<file path="src/rtl/sync_fifo_level_if.sv">
// rtl/sync_fifo_level_if.sv - producer/consumer bundle for sync_fifo_level
//
// Purpose: groups the write, read and status signals of sync_fifo_level.
// The master modport is the user side, which drives the requests and watches
// the status. The slave modport is the FIFO side.
//   winc, wdata           write request and write data
//   rinc                  read (pop) request
//   rdata, rvalid         read data and read qualifier
//   wfull, rempty         level == DEPTH, level == 0
//   almost_full/empty     threshold flags
//   half                  level >= DEPTH/2
//   level                 occupancy 0..DEPTH
//   write_error/read_error registered rejection pulses
interface sync_fifo_level_if #(
  parameter int DATA_WIDTH = 8,
  parameter int DEPTH      = 16
);
  localparam int AW = $clog2(DEPTH);

  logic                  winc;
  logic [DATA_WIDTH-1:0] wdata;
  logic                  rinc;
  logic [DATA_WIDTH-1:0] rdata;
  logic                  rvalid;
  logic                  wfull;
  logic                  rempty;
  logic                  almost_full;
  logic                  almost_empty;
  logic                  half;
  logic [AW:0]           level;
  logic                  write_error;
  logic                  read_error;

  modport master (
    output winc, wdata, rinc,
    input  rdata, rvalid, wfull, rempty, almost_full, almost_empty, half,
           level, write_error, read_error
  );

  modport slave (
    input  winc, wdata, rinc,
    output rdata, rvalid, wfull, rempty, almost_full, almost_empty, half,
           level, write_error, read_error
  );
endinterface

</file>
<file path="src/rtl/sync_fifo_level.sv">
// rtl/sync_fifo_level.sv - single-clock FIFO with fill level, threshold flags and error pulses
//
// Purpose: buffers data between a producer and a consumer in the same clock
// domain. Two read styles are available. In the registered style (FWFT=0),
// rdata appears one cycle after a pop. In the fall-through style (FWFT=1),
// the head word is always visible on rdata.
// Ports:
//   clk   rising-edge clock
//   rst   synchronous, active-high reset
//   bus   sync_fifo_level_if.slave, which carries the requests, data, level and flags
module sync_fifo_level #(
  parameter int DATA_WIDTH = 8,
  parameter int DEPTH      = 16,
  parameter int FWFT       = 0,
  parameter int AF_THRESH  = 12,
  parameter int AE_THRESH  = 4
) (
  input  logic                    clk,
  input  logic                    rst,
  sync_fifo_level_if.slave        bus
);
  localparam int AW = $clog2(DEPTH);

  if ((DEPTH < 4) || ((DEPTH & (DEPTH - 1)) != 0)) begin : g_bad_depth
    $error("sync_fifo_level: DEPTH must be a power of 2 and >= 4");
  end
  if ((AF_THRESH < 1) || (AF_THRESH > DEPTH)) begin : g_bad_af
    $error("sync_fifo_level: AF_THRESH out of range");
  end
  if ((AE_THRESH < 0) || (AE_THRESH >= DEPTH)) begin : g_bad_ae
    $error("sync_fifo_level: AE_THRESH out of range");
  end

  logic [DATA_WIDTH-1:0] mem [DEPTH];
  logic [AW:0]           wptr;
  logic [AW:0]           rptr;
  logic [AW:0]           fill;
  logic                  full;
  logic                  empty;
  logic                  wr_ok;
  logic                  rd_ok;

  // The extra pointer bit tells a full FIFO apart from an empty one. The
  // modulo subtraction therefore gives the occupancy directly.
  assign fill  = wptr - rptr;
  assign full  = (fill == (AW + 1)'(DEPTH));
  assign empty = (fill == '0);
  assign wr_ok = bus.winc & ~full;
  assign rd_ok = bus.rinc & ~empty;

  assign bus.level        = fill;
  assign bus.wfull        = full;
  assign bus.rempty       = empty;
  assign bus.almost_full  = (fill >= (AW + 1)'(AF_THRESH));
  assign bus.almost_empty = (fill <= (AW + 1)'(AE_THRESH));
  assign bus.half         = (fill >= (AW + 1)'(DEPTH / 2));

  always_ff @(posedge clk) begin
    if (rst) begin
      wptr            <= '0;
      rptr            <= '0;
      bus.write_error <= 1'b0;
      bus.read_error  <= 1'b0;
    end else begin
      if (wr_ok) wptr <= wptr + 1'b1;
      if (rd_ok) rptr <= rptr + 1'b1;
      bus.write_error <= bus.winc & full;
      bus.read_error  <= bus.rinc & empty;
    end
  end

  // Storage is not cleared by reset. Writes are still blocked in the reset
  // cycle so that the requests are ignored there.
  always_ff @(posedge clk) begin
    if (!rst && wr_ok) mem[wptr[AW-1:0]] <= bus.wdata;
  end

  if (FWFT != 0) begin : g_fwft
    // The head word is shown while the FIFO holds data. rdata reads 0 when
    // the FIFO is empty, which is also the value it takes after reset.
    assign bus.rdata  = empty ? '0 : mem[rptr[AW-1:0]];
    assign bus.rvalid = ~empty;
  end else begin : g_reg
    logic [DATA_WIDTH-1:0] rdata_q;
    logic                  rvalid_q;

    always_ff @(posedge clk) begin
      if (rst) begin
        rdata_q  <= '0;
        rvalid_q <= 1'b0;
      end else begin
        rvalid_q <= rd_ok;
        if (rd_ok) rdata_q <= mem[rptr[AW-1:0]];
      end
    end

    assign bus.rdata  = rdata_q;
    assign bus.rvalid = rvalid_q;
  end
endmodule
</file>
<file path="src/flat_wrapper.sv">
// flat-port wrapper written by rule: the top's interface ports become plain ports
module sync_fifo_level_flat 
#(
  parameter int DATA_WIDTH = 8,
  parameter int DEPTH      = 16,
  parameter int FWFT       = 0,
  parameter int AF_THRESH  = 12,
  parameter int AE_THRESH  = 4
)
  (clk, rst, bus_winc, bus_wdata, bus_rinc, bus_rdata, bus_rvalid, bus_wfull, bus_rempty, bus_almost_full, bus_almost_empty, bus_half, bus_level, bus_write_error, bus_read_error);
  sync_fifo_level_if #(.DATA_WIDTH(DATA_WIDTH), .DEPTH(DEPTH)) bus_i ();
  input  logic clk;
  input  logic rst;
  input wire logic [$bits(bus_i.winc)-1:0] bus_winc;
  input wire logic [$bits(bus_i.wdata)-1:0] bus_wdata;
  input wire logic [$bits(bus_i.rinc)-1:0] bus_rinc;
  output wire logic [$bits(bus_i.rdata)-1:0] bus_rdata;
  output wire logic [$bits(bus_i.rvalid)-1:0] bus_rvalid;
  output wire logic [$bits(bus_i.wfull)-1:0] bus_wfull;
  output wire logic [$bits(bus_i.rempty)-1:0] bus_rempty;
  output wire logic [$bits(bus_i.almost_full)-1:0] bus_almost_full;
  output wire logic [$bits(bus_i.almost_empty)-1:0] bus_almost_empty;
  output wire logic [$bits(bus_i.half)-1:0] bus_half;
  output wire logic [$bits(bus_i.level)-1:0] bus_level;
  output wire logic [$bits(bus_i.write_error)-1:0] bus_write_error;
  output wire logic [$bits(bus_i.read_error)-1:0] bus_read_error;
  assign bus_i.winc = bus_winc;
  assign bus_i.wdata = bus_wdata;
  assign bus_i.rinc = bus_rinc;
  assign bus_rdata = bus_i.rdata;
  assign bus_rvalid = bus_i.rvalid;
  assign bus_wfull = bus_i.wfull;
  assign bus_rempty = bus_i.rempty;
  assign bus_almost_full = bus_i.almost_full;
  assign bus_almost_empty = bus_i.almost_empty;
  assign bus_half = bus_i.half;
  assign bus_level = bus_i.level;
  assign bus_write_error = bus_i.write_error;
  assign bus_read_error = bus_i.read_error;
  sync_fifo_level #(.DATA_WIDTH(DATA_WIDTH), .DEPTH(DEPTH), .FWFT(FWFT), .AF_THRESH(AF_THRESH), .AE_THRESH(AE_THRESH)) u_core (.clk(clk), .rst(rst), .bus(bus_i));
endmodule
</file>
<file path="config.mk">
export PLATFORM = sky130hd
export DESIGN_NAME = sync_fifo_level_flat
export DESIGN_NICKNAME = d
export VERILOG_FILES = /design/src/rtl/sync_fifo_level_if.sv /design/src/rtl/sync_fifo_level.sv /design/src/flat_wrapper.sv
export SDC_FILE = /design/constraint.sdc
export NUM_CORES = 1
export LEC_CHECK = 0
export CAP_MARGIN = 5
export CORE_MARGIN = 8
export CORE_UTILIZATION = 64
export DETAILED_ROUTE_END_ITERATION = 6
export PLACE_DENSITY_LB_ADDON = 0.12
export SLEW_MARGIN = 15
export SYNTH_ARGS = -nofsm -noshare
export SYNTH_HDL_FRONTEND = slang
export SYNTH_SLANG_ARGS = --single-unit
</file>
<file path="constraint.sdc">
create_clock -name clk -period 5 [get_ports clk]
set_clock_uncertainty 0.1 [all_clocks]
set_input_delay 0.5 -clock clk [delete_from_list [all_inputs] [get_ports clk]]
set_output_delay 0.5 -clock clk [all_outputs]
set_load 0.02 [all_outputs]
</file>
==> metrics.md <==
| Metric | Value |
|---|---|
| Worst-path cell chain | `buf_4 > inv_1 > fa_1 > nand3_1 > a21boi_2 > nor2_1 > inv_2 > nand3_1 > inv_1 > clkdlybuf4s50_1` |
| Netlist Area Pre-Place | `6220 sq um` |
| Post-layout minimum cycle time | `4.22 ns` |
| Final Cycle Share | `0.843` |
| Final Hold Fails | `0` |
| Combinational group share of total power | `0.317` |
| Post-synthesis async set-or-reset flop share | `0` |
| Fill count | `581` |
| Worst hold start | `u_core.bus.rdata[1]$_SDFFE_PP0P_` |
| GRT Util Overall | `0.209` |
| Core Region | `9590 sq um` |
| Largest net degree at the start of global routing | `37` |
| Area leader, netlist | `edfxtp_1` |
| YS warnings | `0` |
| Antenna Cells | `0` |
| Sw Ratio | `0.317` |
| Port bufs | `32` |
| Clock share of power | `0.312` |
| Int Power | `0.00267 W` |
| PD cells | `538 nW/um^2` |
| 1st-iter DRT viols | `344` |
| Residual DRC count | `0` |
| VDD IR-drop max | `0.000430 V` |
| Max_cap viols | `0` |
| CTS resizes | `0` |
| Setup TNS | `0 ns` |
| 1st-pass router iterations | `5` |
| Total Nets Final | `430` |
| Row count | `36` |
| Seq/Total Area, Yosys | `0.685` |
| Slowest cell on crit path | `nor2_1` |
| Die Height | `115 microns` |
| Total gr overflow | `0` |
| Synth unique cells | `41` |
| Top-area cell type share of the netlist area | `0.618` |
| Setup violators final | `0` |
| Htree depth | `4` |
| Vias per Instance | `6.44` |
| Ys flop type | `edfxtp_1` |
| Synth Area per Inst | `16.8 sq um` |
| Initial Util | `0.649` |
| P_leak | `2.36 nW` |
| Worst Path Arrival | `3.62 ns` |
| Post-DRT Antenna Nets | `0` |
| CTS root buffer | `clkbuf_8` |
| Synthesized Nets | `392` |
| Post-synth EDFFs | `128` |
| Reg-to-reg startpoint | `u_core.rptr[1]$_SDFFE_PP0P_` |
| Initial antenna violation count | `0` |
| Syn Inst Count | `370` |
| Status | `finished clean` |
| Total Wirelength | `12800 microns` |
| Worst slew margin | `0.369` |
| Vias in the first global route | `3544` |
| RSZ-0062 raised after global routing | `no` |
| DP Wirelength | `8090 microns` |
| Max Fclk | `237 MHz` |
| Hold depth | `2` |
| Worst-Skew Late Latency | `0.52 ns` |
| Worst-path fanout max | `22` |
| Clk buf depth | `2` |
| P_sw | `0.00124 W` |
| CP Launch Type | `flop` |
| Seq pwr share | `0.370` |
| Clock Pin Slew Worst Setup and Hold Paths | `0.06 ns` |
| Layout cell share with drive strength beyond 1 | `0.204` |
| R2R Setup Slk | `1.39 ns` |
| Gpl congestion | `0.821` |
| Least-Margin Pin Slew | `0.943 ns` |
| Via count | `3569` |
| CP peak stage delay | `0.61 ns` |
| Final hold slack | `0.402 ns` |
| CP endpoint kind | `output port` |
| Clock net sink count | `149` |
| Setup bufs post-CTS | `0` |
| Hold Path Class | `flop to flop` |
| FF+latch count, synth | `149` |
| Synth top area cells | `edfxtp_1 (62%), mux4_2 (12%), dfxtp_1 (6.8%), ha_1 (1.8%), nor2_1 (1.6%)` |
| Wirelength per Cell | `23.2 microns` |
| CTS tree | `built` |
| Final core occ | `0.757` |
| Clock buffer count from CTS | `17` |
| Die area | `13100 sq um` |
| Total I/O pin count | `33` |
| Final Max Tran Viols | `0` |
| First-pass GRT wire length | `19800 microns` |
| Syn-to-layout area delta | `16.7%` |
| Hold_buf cts | `0` |
| Terminus of the critical flop-to-flop path | `u_core.mem[11][0]$_DFFE_PP_` |
| Critical Path RT | `4.40 ns` |
| Hold Path Sink | `u_core.bus.rdata[1]$_SDFFE_PP0P_` |
| R2R depth | `8` |
| Chip width | `115 microns` |
| Kind of critical path | `flop to output port` |
layer usage:
layer,vias up,track usage,part of all wire
li1,1574,-,-
met1,1821,0.248,0.39
met2,148,0.342,0.51
met3,26,0.0607,0.067
met4,0,0.107,0.028
met5,-,0,0
layout make-up:
| type | instances | area [sq um] | area share |
|---|---|---|---|
| clock inverter | 11 | 91.3 | 0.0126 |
| tap | 133 | 166 | 0.0229 |
| sequential | 149 | 4270 | 0.587 |
| multi-input combinational | 186 | 1810 | 0.249 |
| inverter | 12 | 45.0 | 0.00620 |
| timing repair buffer | 42 | 395 | 0.0544 |
| clock buffer | 21 | 492 | 0.0677 |
registers in the layout, indices dropped and copies added (netlist names):
name and count:
u_core.mem 128, u_core.bus.rdata 8, u_core.rptr 5, u_core.wptr 5, u_core.bus.read_error 1, u_core.bus.rvalid 1, u_core.bus.write_error 1
cells in the mapped netlist (all sizes together), types with 5 or more instances:
cell     count
ha           9
dfxtp       21
clkbuf      10
edfxtp     128
o22ai       16
o2111ai     10
nand2b       6
mux2         7
nand2        5
nor2b       14
o311ai      14
buf         13
inv         12
a21oi       12
nor2        27
mux4        32
logic make-up (layout without fill, tap and decap cells):
kind of cell    count (synthesis)  in the layout  synth area share
compound gates                 65             65            0.0772
flops                         149            149             0.685
mux                            40             40             0.130
fa+ha+maj                      10             10            0.0213
buf+inv                        35             86            0.0243
xor+xnor                        3              3           0.00724
simple gates                   68             68            0.0547
power by group through the flow:
stage,Combinational [W],Sequential [W],Clock (W)
final,0.00124,0.00145,0.00122
after floorplan,0.000797,0.00151,0
after detailed placement,0.00124,0.00147,0
after global routing,0.00133,0.00145,0.00129
after CTS,0.00124,0.00145,0.00124
after global placement,0.00122,0.00147,0
worst max-delay path, delay by kind of cell, from the launching register on:
kind	cells	cell delay, ns
fa+ha+maj	1	0.46
simple gates	3	0.93
compound gates	1	0.07
buf+inv	5	1.30
flops	1	0.31
metrics by stage:
step,setup WS (ns),area (sq um),instances,total power (W)
floorplan,1.48,6220,370,0.00231
global placement,1.43,6680,522,0.00269
detailed placement,1.40,6680,522,0.00271
CTS,0.809,7260,554,0.00393
global route,0.568,7260,554,0.00407
finish,0.784,7260,554,0.00391
worst max path at each step:
| stage | endpoint | start | cells past startpoint |
|---|---|---|---|
| floorplan | u_core.mem[5][0]$_DFFE_PP_ | u_core.rptr[1]$_SDFFE_PP0P_ | 9 |
| CTS | bus_wfull | u_core.rptr[1]$_SDFFE_PP0P_ | 10 |
| global placement | bus_wfull | u_core.rptr[1]$_SDFFE_PP0P_ | 10 |
| global route | bus_wfull | u_core.rptr[1]$_SDFFE_PP0P_ | 10 |
| detailed placement | bus_wfull | u_core.rptr[1]$_SDFFE_PP0P_ | 10 |
| finish | bus_wfull | u_core.rptr[1]$_SDFFE_PP0P_ | 10 |
cell usage in the layout, fill, tap and decap left out, drive strengths merged, types with 2 or more instances in the layout:
cell type      Yosys  layout
xor2               2       2
clkinv             0       6
clkbuf            10      21
nor2              27      27
nand3              4       4
clkdlybuf4s50      0      32
o311ai            14      14
nor3b              2       2
o2111ai           10      10
mux2               7       7
buf               13      10
o21ai              2       2
edfxtp           128     128
o22ai             16      16
a21oi             12      12
ha                 9       9
nor2b             14      14
nand2b             6       6
or2                2       2
a311oi             3       3
nand2              5       5
nor3               4       4
dfxtp             21      21
inv               12      16
mux4              32      32
o31a               2       2
a31oi              2       2
Note: power is estimated with default switching activity, not from simulation.
